==> src/rtl/awgn_sched.sv <==
// awgn_sched: owns the URNG seeds, flushes the noise pipeline after start and
// time-shares the Box-Muller generator among requesters by round-robin.
module awgn_sched #(
  parameter int NREQ     = 4,
  parameter int W        = 16,
  parameter int AWGN_LAT = 4,
  parameter int WARMUP   = 16
) (
  input  logic            clk_i,
  input  logic            reset_ni,
  input  logic            seed_wr_i,
  input  logic [2:0]      seed_sel_i,
  input  logic [31:0]     seed_data_i,
  output logic            seed_err_o,
  input  logic            start_i,
  input  logic            stop_i,
  output logic [31:0]     s0_o,
  output logic [31:0]     s1_o,
  output logic [31:0]     s2_o,
  output logic [31:0]     s3_o,
  output logic [31:0]     s4_o,
  output logic [31:0]     s5_o,
  output logic            taus_ce_o,
  input  logic [W-1:0]    awgn_in_i,
  input  logic [NREQ-1:0] req_i,
  output logic [NREQ-1:0] gnt_o,
  output logic [W-1:0]    sample_out_o,
  output logic            sample_valid_o,
  output logic            busy_o
);
  localparam int IW = $clog2(NREQ);
  localparam int CW = 9;
  localparam int TW = AWGN_LAT * IW;
  typedef enum logic [1:0] {IDLE, WARM, RUN, DRAIN} state_e;
  state_e state_q, state_d;
  logic [CW-1:0] cnt_q, cnt_d;
  logic [IW-1:0] ptr_q, ptr_d, win;
  logic [AWGN_LAT-1:0] tv_q, tv_d;
  logic [TW-1:0] ti_q, ti_d;
  logic [IW-1:0] head;
  logic valid_q, err_q, issue, seed_ok;
  logic [NREQ-1:0] gnt_q;
  logic [W-1:0] sample_q;
  logic [31:0] seed_q [6];
  logic [31:0] seed_min;
  function automatic logic [IW-1:0] wrap(input int v);
    return IW'(v >= NREQ ? v - NREQ : v);
  endfunction
  assign issue = state_q == RUN && |req_i;
  assign head  = ti_q[TW-1 -: IW];
  // Descending scan so the candidate closest above the last winner is assigned last and wins.
  always_comb begin
    win = ptr_q;
    for (int k = NREQ; k >= 1; k--)
      if (req_i[wrap(int'(ptr_q) + k)]) win = wrap(int'(ptr_q) + k);
  end
  assign ptr_d = issue ? win : ptr_q;
  assign tv_d  = AWGN_LAT'({tv_q, issue});
  assign ti_d  = TW'({ti_q, issue ? win : IW'(0)});
  assign seed_min = (seed_sel_i == 3'd0 || seed_sel_i == 3'd3) ? 32'd2 :
                    (seed_sel_i == 3'd1 || seed_sel_i == 3'd4) ? 32'd8 : 32'd16;
  assign seed_ok = state_q == IDLE && seed_sel_i <= 3'd5 && seed_data_i >= seed_min;
  always_comb begin
    state_d = state_q;
    cnt_d = '0;
    case (state_q)
      IDLE: if (start_i && !stop_i) begin
        state_d = WARM;
        cnt_d = CW'(AWGN_LAT + WARMUP - 1);
      end
      WARM: begin
        cnt_d = cnt_q - CW'(1);
        state_d = stop_i ? DRAIN : cnt_q == '0 ? RUN : WARM;
      end
      RUN: state_d = stop_i ? DRAIN : RUN;
      DRAIN: state_d = |tv_q ? DRAIN : IDLE;
      default: state_d = IDLE;
    endcase
  end
  always_ff @(posedge clk_i) begin
    if (!reset_ni) begin
      state_q  <= IDLE;
      cnt_q    <= '0;
      ptr_q    <= IW'(NREQ - 1);
      tv_q     <= '0;
      ti_q     <= '0;
      valid_q  <= 1'b0;
      gnt_q    <= '0;
      sample_q <= '0;
      err_q    <= 1'b0;
      seed_q[0] <= 32'd12345;
      seed_q[1] <= 32'd67890;
      seed_q[2] <= 32'd13579;
      seed_q[3] <= 32'd24680;
      seed_q[4] <= 32'd11111;
      seed_q[5] <= 32'd99999;
    end else begin
      state_q  <= state_d;
      cnt_q    <= cnt_d;
      ptr_q    <= ptr_d;
      tv_q     <= tv_d;
      ti_q     <= ti_d;
      valid_q  <= tv_q[AWGN_LAT-1];
      gnt_q    <= tv_q[AWGN_LAT-1] ? NREQ'(1) << head : '0;
      sample_q <= awgn_in_i;
      err_q    <= seed_wr_i && !seed_ok;
      if (seed_wr_i && seed_ok) seed_q[seed_sel_i] <= seed_data_i;
    end
  end
  assign taus_ce_o      = state_q == WARM || issue;
  assign busy_o         = state_q != IDLE;
  assign sample_valid_o = valid_q;
  assign gnt_o          = gnt_q;
  assign sample_out_o   = sample_q;
  assign seed_err_o     = err_q;
  assign s0_o = seed_q[0];
  assign s1_o = seed_q[1];
  assign s2_o = seed_q[2];
  assign s3_o = seed_q[3];
  assign s4_o = seed_q[4];
  assign s5_o = seed_q[5];
endmodule

==> config.mk <==
export PLATFORM = sky130hd
export DESIGN_NAME = awgn_sched
export DESIGN_NICKNAME = d
export VERILOG_FILES = /design/src/rtl/awgn_sched.sv
export SDC_FILE = /design/constraint.sdc
export NUM_CORES = 1
export LEC_CHECK = 0
export ABC_AREA = 0
export CAP_MARGIN = 10
export CORE_MARGIN = 4
export CORE_UTILIZATION = 35
export CTS_CLUSTER_SIZE = 20
export DETAILED_ROUTE_END_ITERATION = 6
export REMOVE_ABC_BUFFERS = 1
export SLEW_MARGIN = 30
export SYNTH_ARGS = -nofsm -noshare
export SYNTH_HDL_FRONTEND = slang
export SYNTH_SLANG_ARGS = --single-unit
==> constraint.sdc <==
create_clock -name clk_i -period 12.15 [get_ports clk_i]
set_input_delay 2.43 -clock clk_i [delete_from_list [all_inputs] [get_ports clk_i]]
set_output_delay 2.43 -clock clk_i [all_outputs]
set_load 0.005 [all_outputs]
Word-level counts from Yosys, hierarchy flattened
Memories as Yosys holds them, arrays and structs flattened.
Cells that the tools add are included.
{"block": "op_classes", "add_sub_neg": 9, "n_lt_le_gt_ge": 10, "n_eq_ne": 7, "shift": 1, "muxes": 33, "n_reduce_logical": 20}
{"cell": ">= comparator 32 x 5 -> 1 bit", "count": 1}
{"cell": "2-to-1 mux 32 bit", "count": 1}
{"cell": "OR reduction 32 bit", "count": 1}
{"cell": "2-to-1 mux 2 bit", "count": 12}
{"cell": "one-hot mux 9 bit (2 select lines)", "count": 1}
{"cell": "2-to-1 mux 5 bit", "count": 3}
{"cell": "< comparator 2 x 3 -> 1 bit, second input constant", "count": 4}
{"cell": "2-to-1 mux 1 bit", "count": 10}
{"cell": ">= comparator 3 bit, second input constant", "count": 3}
{"cell": "zero test 9 bit", "count": 1}
{"cell": "subtractor 9 x 1 -> 9 bit, second input constant", "count": 1}
{"cell": "binary-select mux 1 bit (select 2 bit)", "count": 4}
{"cell": "one-hot mux 2 bit (4 select lines)", "count": 1}
{"cell": "OR reduction 4 bit", "count": 2}
{"cell": "subtractor 2 x 1 -> 2 bit, second input constant", "count": 4}
{"cell": "adder 2 x 2 -> 3 bit, second input constant", "count": 2}
{"cell": "logical AND 1 bit", "count": 6}
{"cell": "adder 2 x 3 -> 4 bit, second input constant", "count": 1}
{"cell": "equality test 2 bit, second input constant", "count": 2}
{"cell": ">= comparator 4 x 3 -> 1 bit, second input constant", "count": 1}
{"cell": "AND reduction 2 bit", "count": 2}
{"cell": "left shift 1 x 2 -> 4 bit, first input constant", "count": 1}
{"cell": "adder 2 x 1 -> 3 bit, second input constant", "count": 1}
{"cell": "equality test 3 x 1 -> 1 bit, second input constant", "count": 1}
{"cell": "other kinds (11)", "count": 14}
{"block": "word_totals", "regBits": 47, "mem_bits_rw": 192, "output_inout_bits": 216, "elab_cells": 91, "n_memories": 1}
{"name": "seed_q", "depth": 6, "width": 32, "read_ports": 6, "rd_clocked_by_memory_dff": 0, "write_ports": 6, "line_no": "44", "text": "logic [31:0] seed_q [6];"}

Logic depth before layout (Yosys ltp)
Gate-level depths: netlist (run 1).
{"block": "depth", "ltp_word": 12, "depth_mapped": 11, "mapped_depth_nobuf": 7}

Worst setup path before layout (run 1)
Ideal clock, no wire load.
{"block": "synth_timing", "path_kind": "input-to-reg", "startpoint": "input port seed_sel_i[2]", "endpoint": "memory seed_q[2][0] (enable)", "arrival_time_ns": 5.504, "setup_slack_ns": 6.210, "cell_stages": 7, "path_buffers": 2, "path_cell_list": "clkbuf_1 > clkbuf_1 > a21boi_0 > ha_1 > nor3b_2 > a21oi_1 > a22oi_1"}
{"item": "from (decl)", "line_no": "12", "text": "input logic [2:0] seed_sel_i,"}
{"item": "to (decl)", "line_no": "44"}

Worst setup path in the final report (run 1)
{"block": "layout_timing", "startpoint": "input port req_i[1]", "endpoint": "output port taus_ce_o"}
{"block": "layout_between", "elab_chain_cells": 3}
{"item": "from (decl)", "line_no": "25", "text": "input logic [NREQ-1:0] req_i,"}
{"item": "OR reduction 4 bit", "line_no": "49", "text": "assign issue = state_q == RUN && |req_i;"}
{"item": "logical AND 1 bit", "line_no": "49"}
{"item": "logical OR 1 bit", "line_no": "110", "text": "assign taus_ce_o = state_q == WARM || issue;"}
{"item": "to (decl)", "line_no": "23", "text": "output logic taus_ce_o,"}
No other way between the ends.

==> out/qor.tcl, run 1 <==
set qor(outcome) {finished clean}
set qor(clkTransAtPathRegs_ns) 0.06
set qor(post_synth_num_cell_types) 59
set qor(critical-path-max-stage-delay_ns) 0.57
set qor(clock.fmax_mhz) 149
set qor(final_layout_size_suffix_gt1_frac) 0.0683
set qor(cts-hold-fix-buffers) 0
set qor(placed_area_mm2) 0.0125
set qor(placed_cells_incl_taps) 1283
set qor(ys_ff_latch) 239
set qor(routabilityCongestion) 0.804
set qor(share_of_synthesized_registers_carrying_an_async_set_or_reset) 0
set qor(maxCapViolations) 0
set qor(total_of_cells_resized_after_clock_tree_synthesis) 0
set qor(postCtsSetupRepairBufs) 0
set qor(vias) 6800
set qor(clk_path_buf_depth) 3
set qor(clock_tree_from_tritoncts) {built}
set qor(post_layout_nonfiller_instances) 1331
set qor(crit_slowest_cell) {or4_1}
set qor(clock-root-buffer) {clkbuf_16}
set qor(via_cell_ratio) 5.11
set qor(starting_density_of_the_core) 0.359
set qor(fp.dieArea_mm2) 0.0297
set qor(worst_setup_path_end_kind) {output pin}
set qor(setup_repair_after_global_routing_missed_its_margin) {no}
set qor(syn-cell-area_mm2) 0.00945
set qor(total_leakage_power_uw) 0.00476
set qor(cts_buffers) 27
set qor(critical_path_peak_fanout) 7
set qor(seq_area_frac_synth) 0.710
set qor(fillers) 2323
set qor(final-max-slew-violation-count) 0
set qor(critPathArrivalTime_ns) 4.27
set qor(worstMarginPinSlew_ns) 0.908
set qor(timing.setup.tns_ns) 0
set qor(route.antenna.remaining_nets) 0
set qor(grt.total_usage) 0.189
set qor(grt.overflow.total) 0
set qor(p_clk_frac) 0.385
set qor(ir_worst_vdd_mv) 0.0942
set qor(finalInstanceArea_mm2) 0.0133
set qor(first_pass_grt_wire_length_um) 42000
set qor(antenna_found_initial) 1
set qor(ios) 276
set qor(power.internal_uw) 1470
set qor(yosys_warnings) 0
set qor(syn2layout_area_growth_pct) 41.0
set qor(worst_slew_margin_rel) 0.393
set qor(wire_per_inst_um) 22.0
set qor(synth.largest_area_cell) {edfxtp_1}
set qor(power.combinational.fraction) 0.121
set qor(netlist_top_cells_area) {edfxtp_1 61%, dfxtp_1 10%, and2_1 4.6%}
set qor(cpMostUsedCell) {clkdlybuf4s50_1}
set qor(p_sw_frac) 0.236
set qor(hpwl_um) 19600
set qor(buffer_ports.inserted) 275
set qor(crit_chain) {clkdlybuf4s50_1 > or4_1 > nand3_1 > o21ai_0 > clkdlybuf4s50_1}
set qor(synth_edf_count) 192
set qor(post-synth-top-count-cell) {edfxtp_1}
set qor(drtIter0Drc) 510
set qor(yosys_most_used_dff) {edfxtp_1}
set qor(first_global_vias) 6645
set qor(worstSkewPairLatency_ns) 0.52
set qor(core-area_mm2) 0.0263
set qor(setup.worst_path.class) {in -> out}
set qor(gate_count_of_the_mapped_netlist) 708
set qor(final_util) 0.507
set qor(post-route-drc-count) 0
set qor(total_net_switching_power_uw) 453
set qor(cts.sinks) 239
set qor(yosys-top-cells-count) {192 x edfxtp_1, 90 x nor2_1, 70 x and2_1}
set qor(timing_hold_violations_final) 0
set qor(floorplan_row_count) 59
set qor(rrSetupSlack_ns) 9.51
set qor(multi_input_comb_area_mm2) 0.00253
set qor(nNetsFinal) 1041
set qor(tot_pwr_uw) 1920
set qor(pwr_density_mw_per_mm2) 144
set qor(cts_max_level) 1
set qor(die_boundary_width_um) 172
set qor(postSynthAreaPerCell_um2) 13.3
set qor(worst_ep_required_time_ns) 9.72
set qor(power_frac_seq) 0.495
set qor(finalWirelength_um) 29300
set qor(seq_area_mm2) 0.00671
set qor(grt_start_max_net_pins) 47
set qor(iteration_count_of_the_initial_detailed_routing_pass) 5
set qor(yosys.area.top_type_share) 0.610
set qor(holdCritPathClass) {reg -> reg}
set qor(startpoint_type) {primary input}
set qor(period_needed_ns) 6.70
set qor(fp.dieH_um) 172
set qor(skew_ns) 0.00731
set qor(setup_viol) 0
set qor(period_share) 0.551
## layout by cell type (no fill, tap or decap), types with 2 or more instances in the layout
| cell | n |
|---|---|
| dfxtp_1 | 47 |
| nor3_2 | 2 |
| or4_1 | 4 |
| nor2_2 | 2 |
| nand3_1 | 4 |
| a211oi_1 | 7 |
| and3_1 | 28 |
| edfxtp_1 | 192 |
| clkbuf_1 | 11 |
| o211ai_1 | 19 |
| a31oi_1 | 3 |
| a2111oi_1 | 2 |
| buf_4 | 11 |
| inv_1 | 13 |
| nor2_1 | 89 |
| a21oi_4 | 2 |
| clkinv_2 | 4 |
| ha_1 | 4 |
| clkdlybuf4s50_1 | 274 |
| or3_1 | 2 |
| o21a_1 | 4 |
| a21oi_1 | 12 |
| nor2b_1 | 2 |
| nand2_1 | 19 |
| nor3b_1 | 3 |
| xor2_1 | 3 |
| and2_1 | 69 |
| nand2_4 | 2 |
| clkbuf_16 | 27 |
| nor4_1 | 12 |
| o21ai_0 | 28 |
| o31ai_1 | 2 |
| nand2b_1 | 29 |
| nor3_1 | 8 |
| clkinv_1 | 3 |
| o211a_1 | 9 |
| nand4_1 | 2 |
| xnor2_1 | 3 |
| a211o_1 | 7 |
## final timing paths
check	to	cells after the start	start
hold reg to reg	ti_q[5]$_SDFF_PN0_	1	ti_q[3]$_SDFF_PN0_
hold / removal	ti_q[5]$_SDFF_PN0_	1	ti_q[3]$_SDFF_PN0_
setup / recovery	taus_ce_o	5	req_i[1]
setup reg to reg	seed_q[2][26]$_SDFFCE_PN0P_	4	state_q[0]$_SDFFE_PN0P_
## sequential cells by signal (all words and copies together) (netlist names), 2 cells and up
name / count
seed_q: 192
sample_out_o: 16
cnt_q: 9
ti_q: 8
gnt_o: 4
tv_q: 4
ptr_q: 2
state_q: 2
## layout make-up
type	count	share of cell area
inverters	13	0.00366
clock inverters	9	0.00517
clock buffers	38	0.0538
multi-input cells	410	0.190
diodes	1	0.000188
repair buffers	286	0.212
flip-flops and latches	239	0.504
well taps	335	0.0315
## cell families (layout without fill, tap and decap cells)
group,after synthesis,after routing,synth area share
AO/OA/AOI/OAI,105,105,0.0791
XOR/XNOR,6,6,0.00556
adder cells (fa/ha/maj),4,4,0.00530
buffers and inverters,59,346,0.0306
flip-flops,239,239,0.710
multiplexers,1,1,0.00119
other,0,1,0
AND/OR/NAND/NOR,294,294,0.168
## worst max-delay path: cells and delay by family
family	cells	cell delay, ns
buffers and inverters	2	0.99
AO/OA/AOI/OAI	1	0.13
AND/OR/NAND/NOR	2	0.73
## metrics by stage
stage               worst slack (ns)  hold WS, ns
finish                          5.45        0.432
CTS                             5.46        0.434
floorplan                       6.51        0.412
global route                    5.31        0.446
global placement                5.48        0.414
detailed placement              5.48        0.420
## power by group through the flow
stage               Combinational (µW)  Sequential [µW]  Clock [µW]
detailed placement                 233              966           0
floorplan                         84.2              964           0
CTS                                234              949         757
global placement                   230              965           0
global route                       252              953         788
finish                             231              949         738
## layer usage
layer,GRT usage,vias to the layer above,routed length [µm],part of all wire
met3,0.0370,43,2190,0.075
met4,0.0567,0,797,0.027
met2,0.320,289,14200,0.48
li1,-,3109,-,-
met1,0.248,3359,12200,0.41
met5,0,-,0,0
Note: power is estimated with default switching activity, not from simulation.
==> run 2, diff against run 1 <==
==> constraint.sdc (replaced) <==
create_clock -name clk_i -period 6.9 [get_ports clk_i]
set_input_delay 1.38 -clock clk_i [delete_from_list [all_inputs] [get_ports clk_i]]
set_output_delay 1.38 -clock clk_i [all_outputs]
set_load 0.005 [all_outputs]
==> run 2 against run 1 <==
Total power is 80% higher. Core utilization is 0.31 points higher. Non-clock buffer count is 1 lower. Via count is 0.10% lower. Critical path depth stayed put. Clock power is 86% higher. Die area stayed put. Clock skew hardly changed. Combinational power is 77% higher. Critical endpoint unchanged. Highest routed layer unchanged.
==> out/qor.tcl, run 2 (same netlist as run 1, synthesis figures left out) <==
set qor(starting_density_of_the_core) 0.359 ;# unchanged
set qor(worstMarginPinSlew_ns) 0.947 ;# +0.0395 ns
set qor(cpMostUsedCell) {clkdlybuf4s50_1}
set qor(setup_viol) 0 ;# unchanged
set qor(timing.critical_path.buf_inv) 2 ;# unchanged
set qor(floorplan_row_count) 59 ;# unchanged
set qor(setup.worst_path.class) {in -> out}
set qor(power_frac_seq) 0.485 ;# -0.010
set qor(total_of_cells_resized_after_clock_tree_synthesis) 0 ;# unchanged
set qor(route.antenna.remaining_nets) 0 ;# unchanged
set qor(cts.sinks) 239 ;# unchanged
set qor(cts-hold-fix-buffers) 0 ;# unchanged
set qor(post-route-drc-count) 0 ;# unchanged
set qor(fp.dieH_um) 172 ;# unchanged
set qor(worst_setup_path_end_kind) {output pin}
set qor(power.internal_uw) 2610 ;# +78%
set qor(postCtsSetupRepairBufs) 0 ;# unchanged
set qor(wire_per_inst_um) 22.5 ;# +2.0%
set qor(first_pass_grt_wire_length_um) 43000 ;# +2.2%
set qor(p_clk_frac) 0.396 ;# +0.011
set qor(clock-root-buffer) {clkbuf_16}
set qor(mostFrequentLayoutCell) {clkdlybuf4s50_1}
set qor(p_sw_frac) 0.242 ;# +0.00545
set qor(worstSkewPairLatency_ns) 0.53 ;# about the same
set qor(finalWirelength_um) 29900 ;# +2.0%
set qor(ir_worst_vdd_mv) 0.164 ;# +74%
set qor(grt.total_usage) 0.193 ;# +0.00363
set qor(antenna_found_initial) 0 ;# -1
set qor(crit_chain) {clkdlybuf4s50_1 > or4_1 > nand3_1 > o21ai_0 > clkdlybuf4s50_1}
set qor(startpoint_type) {primary input}
set qor(clock_tree_from_tritoncts) {built}
set qor(worst_slew_margin_rel) 0.368 ;# -0.0242
set qor(first_global_vias) 6716 ;# +1.1%
set qor(die_boundary_width_um) 172 ;# unchanged
set qor(largest_register_ffs) 192 ;# unchanged
set qor(power.combinational.fraction) 0.119 ;# -0.002
set qor(grt.overflow.total) 0 ;# unchanged
set qor(iteration_count_of_the_initial_detailed_routing_pass) 5 ;# unchanged
set qor(drtIter0Drc) 539 ;# +5.7%
set qor(most_frequent_cells_in_the_layout) {274 x clkdlybuf4s50_1, 192 x edfxtp_1, 89 x nor2_1, 69 x and2_1, 47 x dfxtp_1}
set qor(final_layout_size_suffix_gt1_frac) 0.0784 ;# +0.0101
set qor(period_share) 0.668
set qor(fp.dieArea_mm2) 0.0297 ;# unchanged
set qor(final_util) 0.510 ;# +0.00314
set qor(crit_slowest_cell) {or4_1}
set qor(buffer_ports.inserted) 275 ;# unchanged
set qor(critPathArrivalTime_ns) 3.23 ;# -1.04 ns
set qor(skew_ns) 0.00740 ;# +0.0000938 ns
set qor(total_leakage_power_uw) 0.00481 ;# +0.96%
set qor(vias) 6793 ;# -0.10%
set qor(largest_register) {seed_q}
set qor(routabilityCongestion) 0.806 ;# +0.25%
set qor(setup_repair_after_global_routing_missed_its_margin) {no}
set qor(outcome) {finished clean}
set qor(worst_ep_required_time_ns) 5.52 ;# -4.20 ns
set qor(clock.fmax_mhz) 217
set qor(grt_start_max_net_pins) 47 ;# unchanged
set qor(cts_max_level) 1 ;# unchanged
set qor(via_cell_ratio) 5.11 ;# about the same
set qor(hpwl_um) 20600 ;# +4.9%
set qor(tot_pwr_uw) 3450 ;# +80%
set qor(maxCapViolations) 0 ;# unchanged
set qor(core-area_mm2) 0.0263 ;# unchanged
set qor(worst_path_dominant_cell_family) {buffers and inverters}
set qor(nNetsFinal) 1039 ;# -0.19%
set qor(critical_path_peak_fanout) 7 ;# unchanged
set qor(period_needed_ns) 4.61
set qor(timing_hold_violations_final) 0 ;# unchanged
set qor(ios) 276 ;# unchanged
set qor(pwr_density_mw_per_mm2) 257 ;# +79%
set qor(holdCritPathClass) {reg -> reg}
set qor(cts_buffers) 26 ;# -3.7%
set qor(timing.setup.tns_ns) 0 ;# unchanged
set qor(syn2layout_area_growth_pct) 41.9
set qor(final-max-slew-violation-count) 0 ;# unchanged
set qor(clk_path_buf_depth) 3 ;# unchanged
set qor(critical-path-max-stage-delay_ns) 0.58 ;# about the same
set qor(clkTransAtPathRegs_ns) 0.06 ;# about the same
set qor(antenna_cells_inserted) 0 ;# -1
set qor(total_net_switching_power_uw) 833 ;# +84%
==> run 2: cell types whose count changed in the layout (fill, tap and decap cells not counted), moves of 2 or more <==
cell,before,now
clkbuf_1,11,3
buf_4,11,7
clkbuf_8,0,3
clkinv_2,4,7
buf_6,0,2
==> run 2: routing by layer <==
metal	global-route usage	routed length, µm
met5	0	0
met4	0.0513	820
met3	0.0501	2710
met2	0.328	14300
met1	0.246	12100
==> run 2: metrics by stage <==
step | setup slack [ns] | hold WS, ns | area [µm²] | std cells
2_1_floorplan | 2.47 | 0.412 | 9210 | 662
5_1_grt | 2.22 | 0.453 | 13400 | 1330
6_report | 2.29 | 0.433 | 13400 | 1330
4_1_cts | 2.31 | 0.440 | 13400 | 1330
3_5_place_dp | 2.19 | 0.424 | 12600 | 1282
3_3_place_gp | 1.89 | 0.414 | 12500 | 1279
==> run 2: final timing paths <==
| kind | slack [ns] | cells past startpoint | startpoint | end |
|---|---|---|---|---|
| setup / recovery | 2.29 | 5 | req_i[1] | taus_ce_o |
| hold / removal | 0.43 | 1 | ti_q[3]$_SDFF_PN0_ | ti_q[5]$_SDFF_PN0_ |
| setup reg to reg | 4.12 | 4 | state_q[0]$_SDFFE_PN0P_ | seed_q[2][3]$_SDFFCE_PN1P_ |
| hold reg to reg | 0.43 | 1 | ti_q[3]$_SDFF_PN0_ | ti_q[5]$_SDFF_PN0_ |
==> run 2: final cells by class <==
class,count,area [µm²]
sequential,239,6710
multi-input combinational,410,2540
clock inverter,14,104
timing repair buffer,285,2850
clock buffer,34,733
inverter,13,48.8
fill,2299,12900
tap,335,419
==> run 2: power groups by stage <==
stage / clock network [µW] / logic [µW] / registers [µW]
floorplan: 0 / 148 / 1700
global placement: 0 / 402 / 1700
finish: 1370 / 409 / 1670
CTS: 1390 / 414 / 1670
detailed placement: 0 / 412 / 1700
global route: 1450 / 445 / 1680
